[src/rtl/uart_tx_scheduler_if.sv]
// Requester-side byte stream bundle for the UART transmit scheduler.
// Requesters drive valid/data/last; the scheduler returns ready and the current grant.
interface uart_tx_scheduler_if #(
    parameter int NUM_REQ = 4
);
    logic [NUM_REQ-1:0]      req_valid;
    logic [NUM_REQ-1:0][7:0] req_data;
    logic [NUM_REQ-1:0]      req_last;
    logic [NUM_REQ-1:0]      req_ready;
    logic [NUM_REQ-1:0]      grant;

    modport master (output req_valid, req_data, req_last, input req_ready, grant);
    modport slave  (input req_valid, req_data, req_last, output req_ready, grant);
endinterface

[src/rtl/uart_tx_scheduler.sv]
// Round-robin scheduler sharing one UART byte transmitter among NUM_REQ requesters,
// with frame locking on the last flag and a per-byte watchdog.
module uart_tx_scheduler #(
    parameter int NUM_REQ        = 4,
    parameter int TIMEOUT_CYCLES = 131072
) (
    input  logic                clk_i,
    input  logic                rst_i,
    uart_tx_scheduler_if.slave  req,
    output logic                txen_o,
    output logic                txstart_o,
    output logic [7:0]          txin_o,
    input  logic                txbusy_i,
    output logic                timeout_o,
    output logic                active_o
);
    localparam int IW = (NUM_REQ > 1) ? $clog2(NUM_REQ) : 1;
    localparam int WW = $clog2(TIMEOUT_CYCLES + 1);
    localparam logic [WW-1:0] WD_LAST = WW'(TIMEOUT_CYCLES - 1);

    typedef enum logic [2:0] {S_IDLE, S_START, S_WAIT, S_NEXT, S_LOCKED} state_t;

    state_t             r_state, w_next;
    logic [1:0]         r_busy_pipe;
    logic               w_busy_s;
    logic [IW-1:0]      r_ptr, r_owner, w_winner, w_sel, w_owner_inc;
    logic               w_any;
    logic [NUM_REQ-1:0] r_grant, w_ready;
    logic [7:0]         r_txin;
    logic               r_last, r_timeout;
    logic [WW-1:0]      r_wd;
    logic               w_wd_end, w_accept, w_fire, w_release, w_wd_run;

    assign w_busy_s = r_busy_pipe[1];

    // Scan downward so the last hit is the first valid requester at or after r_ptr.
    always_comb begin
        logic [IW-1:0] idx;
        idx      = '0;
        w_any    = 1'b0;
        w_winner = '0;
        for (int i = NUM_REQ - 1; i >= 0; i--) begin
            idx = IW'((int'(r_ptr) + i) % NUM_REQ);
            if (req.req_valid[idx]) begin
                w_any    = 1'b1;
                w_winner = idx;
            end
        end
    end

    assign w_owner_inc = (int'(r_owner) == NUM_REQ - 1) ? '0 : r_owner + IW'(1);
    assign w_sel       = (r_state == S_IDLE) ? w_winner : r_owner;
    assign w_wd_end    = (r_wd == WD_LAST);
    assign w_wd_run    = (r_state == S_START) || (r_state == S_WAIT) || (r_state == S_LOCKED);

    // Progress (busy edge or owner data) is checked before the watchdog so it always wins.
    always_comb begin
        w_next    = r_state;
        w_ready   = '0;
        w_accept  = 1'b0;
        w_fire    = 1'b0;
        w_release = 1'b0;
        case (r_state)
            S_IDLE: begin
                if (w_any) begin
                    w_ready[w_winner] = 1'b1;
                    w_accept          = 1'b1;
                    w_next            = S_START;
                end
            end
            S_START: begin
                if (w_busy_s) begin
                    w_next = S_WAIT;
                end else if (w_wd_end) begin
                    w_fire = 1'b1;
                    w_next = S_IDLE;
                end
            end
            S_WAIT: begin
                if (!w_busy_s) begin
                    w_next = S_NEXT;
                end else if (w_wd_end) begin
                    w_fire = 1'b1;
                    w_next = S_IDLE;
                end
            end
            S_NEXT: begin
                if (r_last) begin
                    w_release = 1'b1;
                    w_next    = S_IDLE;
                end else begin
                    w_next = S_LOCKED;
                end
            end
            S_LOCKED: begin
                if (req.req_valid[r_owner]) begin
                    w_ready[r_owner] = 1'b1;
                    w_accept         = 1'b1;
                    w_next           = S_START;
                end else if (w_wd_end) begin
                    w_fire = 1'b1;
                    w_next = S_IDLE;
                end
            end
            default: w_next = S_IDLE;
        endcase
    end

    always_ff @(posedge clk_i) begin
        if (rst_i) begin
            r_state     <= S_IDLE;
            r_busy_pipe <= '0;
            r_ptr       <= '0;
            r_owner     <= '0;
            r_grant     <= '0;
            r_txin      <= '0;
            r_last      <= 1'b0;
            r_timeout   <= 1'b0;
            r_wd        <= '0;
        end else begin
            r_state     <= w_next;
            r_busy_pipe <= {r_busy_pipe[0], txbusy_i};
            r_timeout   <= w_fire;
            if (w_next != r_state || !w_wd_run)
                r_wd <= '0;
            else
                r_wd <= r_wd + WW'(1);
            if (w_accept) begin
                r_txin  <= req.req_data[w_sel];
                r_last  <= req.req_last[w_sel];
                r_owner <= w_sel;
                if (r_state == S_IDLE)
                    r_grant <= w_ready;
            end
            if (w_release || w_fire) begin
                r_grant <= '0;
                r_ptr   <= w_owner_inc;
            end
        end
    end

    assign req.req_ready = w_ready;
    assign req.grant     = r_grant;
    assign txen_o        = (r_state != S_IDLE);
    assign txstart_o     = (r_state == S_START);
    assign txin_o        = r_txin;
    assign timeout_o     = r_timeout;
    assign active_o      = (r_state != S_IDLE);
endmodule

[src/flat_wrapper.sv]
// flat-port wrapper written by rule: the top's interface ports become plain ports
module uart_tx_scheduler_flat 
#(
    parameter int NUM_REQ        = 4,
    parameter int TIMEOUT_CYCLES = 131072
)
  (clk_i, rst_i, txen_o, txstart_o, txin_o, txbusy_i, timeout_o, active_o, req_req_valid, req_req_data, req_req_last, req_req_ready, req_grant);
  uart_tx_scheduler_if #(.NUM_REQ(NUM_REQ)) req_i ();
  input  logic clk_i;
  input  logic rst_i;
  output logic txen_o;
  output logic txstart_o;
  output logic [7:0] txin_o;
  input  logic txbusy_i;
  output logic timeout_o;
  output logic active_o;
  input wire logic [$bits(req_i.req_valid)-1:0] req_req_valid;
  input wire logic [$bits(req_i.req_data)-1:0] req_req_data;
  input wire logic [$bits(req_i.req_last)-1:0] req_req_last;
  output wire logic [$bits(req_i.req_ready)-1:0] req_req_ready;
  output wire logic [$bits(req_i.grant)-1:0] req_grant;
  assign req_i.req_valid = req_req_valid;
  assign req_i.req_data = req_req_data;
  assign req_i.req_last = req_req_last;
  assign req_req_ready = req_i.req_ready;
  assign req_grant = req_i.grant;
  uart_tx_scheduler #(.NUM_REQ(NUM_REQ), .TIMEOUT_CYCLES(TIMEOUT_CYCLES)) u_core (.clk_i(clk_i), .rst_i(rst_i), .req(req_i), .txen_o(txen_o), .txstart_o(txstart_o), .txin_o(txin_o), .txbusy_i(txbusy_i), .timeout_o(timeout_o), .active_o(active_o));
endmodule
[config.mk]
export PLATFORM = sky130hd
export DESIGN_NAME = uart_tx_scheduler_flat
export DESIGN_NICKNAME = d
export VERILOG_FILES = /design/src/rtl/uart_tx_scheduler_if.sv /design/src/rtl/uart_tx_scheduler.sv /design/src/flat_wrapper.sv
export SDC_FILE = /design/constraint.sdc
export NUM_CORES = 1
export LEC_CHECK = 0
export CORE_MARGIN = 3
export CORE_UTILIZATION = 48
export CTS_CLUSTER_DIAMETER = 80
export DETAILED_ROUTE_END_ITERATION = 16
export PLACE_DENSITY = 0.8
export SYNTH_ARGS = -nofsm -noshare
export SYNTH_HDL_FRONTEND = slang
export SYNTH_SLANG_ARGS = --single-unit
[constraint.sdc]
create_clock -name clk_i -period 2.5 [get_ports clk_i]
set_clock_uncertainty 0.1 [all_clocks]
set_input_delay 0.375 -clock clk_i [delete_from_list [all_inputs] [get_ports clk_i]]
set_output_delay 0.375 -clock clk_i [all_outputs]
set_load 0.02 [all_outputs]
==> results.yml, run 1 <==
route:
  met3_length_um: 491
  post-route-drc-count: 0
  wl_met2_um: 2950
  detail-route-antenna-nets: 0
  drt-met1-wl_um: 2620
  top_layer_used: "met4"
  via_per_inst: 5.71
  drtPass1Iterations: 4
  routed_wl_um: 6130
  drtIter0Drc: 132
  vias: 2303
  wl_per_cell_um: 15.2
global_route:
  track_usage_pct: 22.2
  grt_max_degree: 19
  grt_pass1_vias: 2248
  grt-ovfl-total: 0
  grt_pass1_wl_um: 9940
  grt_antenna_before_repair: 0
final_layout:
  regArea_sq_um: 821
  post-route-util_pct: 74.0
  area_delta_synth_final_pct: 43.8
  drive_gt1_share_pct: 19.4
  fin_nets: 398
  stdcell_area_sq_um: 3330
  antenna_cells: 0
  n_fill_cell: 325
  multiInputGateArea_sq_um: 1380
worst_setup_path:
  cp.required_ns: 2.03
  endpoint_kind: "output pin"
  path_class: "in -> out"
  cp_max_fo: 4
  worst_setup_path_start_kind: "primary input"
  cp.arrival_ns: 1.97
synthesis:
  yosysUniqueCellTypes: 53
  avgSynthCellArea_sq_um: 8.85
  synth_edf_count: 0
  async_reset_ff_share_pct: 0
  syn_nets: 310
  netlist_area_sq_um: 2320
  synth_top_area_share_pct: 35.4
  synth_cells: 262
  yosys-top-cells-area: "dfxtp_1 (35%), mux2i_1 (8.2%), nor3_2 (4.7%)"
  synthFlopType: "dfxtp_1"
  ys_seq_area_share_pct: 35.4
  yosysWarnings: 0
  yosys.area.top_type: "dfxtp_1"
  synthTopCellsByCount: "dfxtp_1 (41), nand2_1 (20), mux2i_1 (19), nand3_1 (17), nor2_1 (15)"
  synth.most_common_cell: "dfxtp_1"
  ys_ff_latch: 41
cts:
  clock_path_buffers: 2
  clock_latency_ns: 0.30
  cts_buffers: 5
  clk_pin_slew_ns: 0.07
  holdBufCountCts: 0
  cts_setup_buffers: 0
  cts.sinks: 41
  cts-htree-levels: 2
  cts_root_buf: "clkbuf_8"
  cts_tree: "built"
outcome:
  status: "finished, final reports clean"
floorplan:
  rows: 24
  pin_count: 63
  die_w_um: 75.5
  core_region_area_sq_um: 4500
  die_h_um: 75.5
  dieArea_sq_um: 5700
  start_util_pct: 51.5
power:
  ir_worst_vdd_uv: 412
  power_w: 0.00174
  p_leak_nw: 1.37
  powerDensity_nw_per_um2: 521
sta:
  slew_headroom_pct: 72.4
  setup_ws_ns: 0.0526
  fmax_mhz: 409
  max_slew.worst_pin.slew_ns: 0.413
  slew_violations: 0
  finalSetupViolations: 0
  fin_crit_sh_pct: 97.9
  hold_viol: 0
  fin_crit_ns: 2.45
  rsz0062_at_grt: "false"
placement:
  hpwl_um: 4620
  place.port_buffers: 62
  gp_congestion: 0.924
  pre_cts_slack_ns: -0.452
  postPlaceCellArea_sq_um: 3230
job:
  drv_cap: 0
hold_path:
  hold_class: "reg -> reg"
## registers in the layout, summed over array words and instances (netlist names)
| register | cells |
|---|---|
| u_core.r_wd | 18 |
| u_core.txin_o | 8 |
| u_core.req.grant | 4 |
| u_core.r_state | 3 |
| u_core.r_busy_pipe | 2 |
| u_core.r_owner | 2 |
| u_core.r_ptr | 2 |
| u_core.r_last | 1 |
| u_core.timeout_o | 1 |
## report_power, final
part	internal (W)	total, W	switching (W)
logic	0.000249	0.000464	0.000215
clock network	0.000325	0.000564	0.000239
registers	0.000686	0.000709	0.0000229
## path summary, 6_finish.rpt
check	startpoint	end	slack, ns	depth (start not counted)
hold / removal	u_core.r_busy_pipe[0]	u_core.r_busy_pipe[1]	0.34	1
setup reg to reg	u_core.r_owner[0]	u_core.r_wd[2]	0.32	7
setup / recovery	req_req_valid[3]	req_req_ready[1]	0.05	5
hold reg to reg	u_core.r_busy_pipe[0]	u_core.r_busy_pipe[1]	0.34	1
## cell families after synthesis
kind of cell / synth area share (%)
AND/OR/NAND/NOR: 27.4
AO/OA/AOI/OAI: 14.0
flip-flops: 35.4
buffers and inverters: 5.18
multiplexers: 9.34
XOR/XNOR: 6.04
adder cells (fa/ha/maj): 2.70
## routing by layer
layer / global-route usage, % / up-vias
met4: 6.02 / 0
met2: 39.7 / 86
met3: 3.69 / 9
met5: 0 / -
met1: 27.4 / 1071
li1: - / 1137
## final cells by class
type,instances,share of cell area [%]
clock inverter,2,1.13
sequential,41,24.6
tap,52,1.95
clock buffer,6,2.48
inverter,8,0.901
multi-input combinational,196,41.4
timing repair buffer,98,27.6
## stage by stage
stage / cells / TNS, ns / hold WS, ns
3_3_place_gp: 395 / -5.11 / 0.319
6_report: 403 / 0 / 0.341
2_1_floorplan: 262 / 0 / 0.314
3_5_place_dp: 395 / -8.04 / 0.330
4_1_cts: 403 / 0 / 0.347
5_1_grt: 403 / 0 / 0.361
## worst max-delay path, cell delays in order
cell and delay (ns):
clkdlybuf4s50_1 0.46, mux4_2 0.53, and3_4 0.22, a22o_1 0.23, buf_2 0.16
## what timing repair did
action,CTS,global route
endpoints found under the setup margin,4,3
endpoints found under the hold margin,0,0
resized for setup,14,5
## cell usage in the layout, fill, tap and decap left out, types with 4 or more instances in the layout
cell type,Yosys,final
a21oi_1,11,11
and3_1,8,7
buf_12,0,4
buf_4,2,32
clkbuf_8,0,6
clkdlybuf4s50_1,0,56
dfxtp_1,41,41
ha_1,5,5
inv_1,8,8
mux2i_1,19,19
nand2_1,20,20
nand3_1,17,17
nand3b_1,4,4
nand4_1,7,7
nor2_1,15,15
nor2b_1,4,4
nor3_1,11,11
nor3_2,11,11
o21ai_0,4,4
o221ai_1,9,9
xnor2_1,4,4
xor2_1,12,12
(Power assumes the default switching activity.)
==> run 2: changes to the inputs <==
--- a/config.mk
+++ b/config.mk
@@ -7,7 +7,7 @@
 export LEC_CHECK = 0
 export CORE_MARGIN = 3
 export CORE_UTILIZATION = 48
-export CTS_CLUSTER_DIAMETER = 80
+export CTS_CLUSTER_DIAMETER = 120
 export DETAILED_ROUTE_END_ITERATION = 16
 export PLACE_DENSITY = 0.8
 export SYNTH_ARGS = -nofsm -noshare
==> results of run 2 <==
Same layout as run 1: the final DEF is identical, and so are final timing and power.
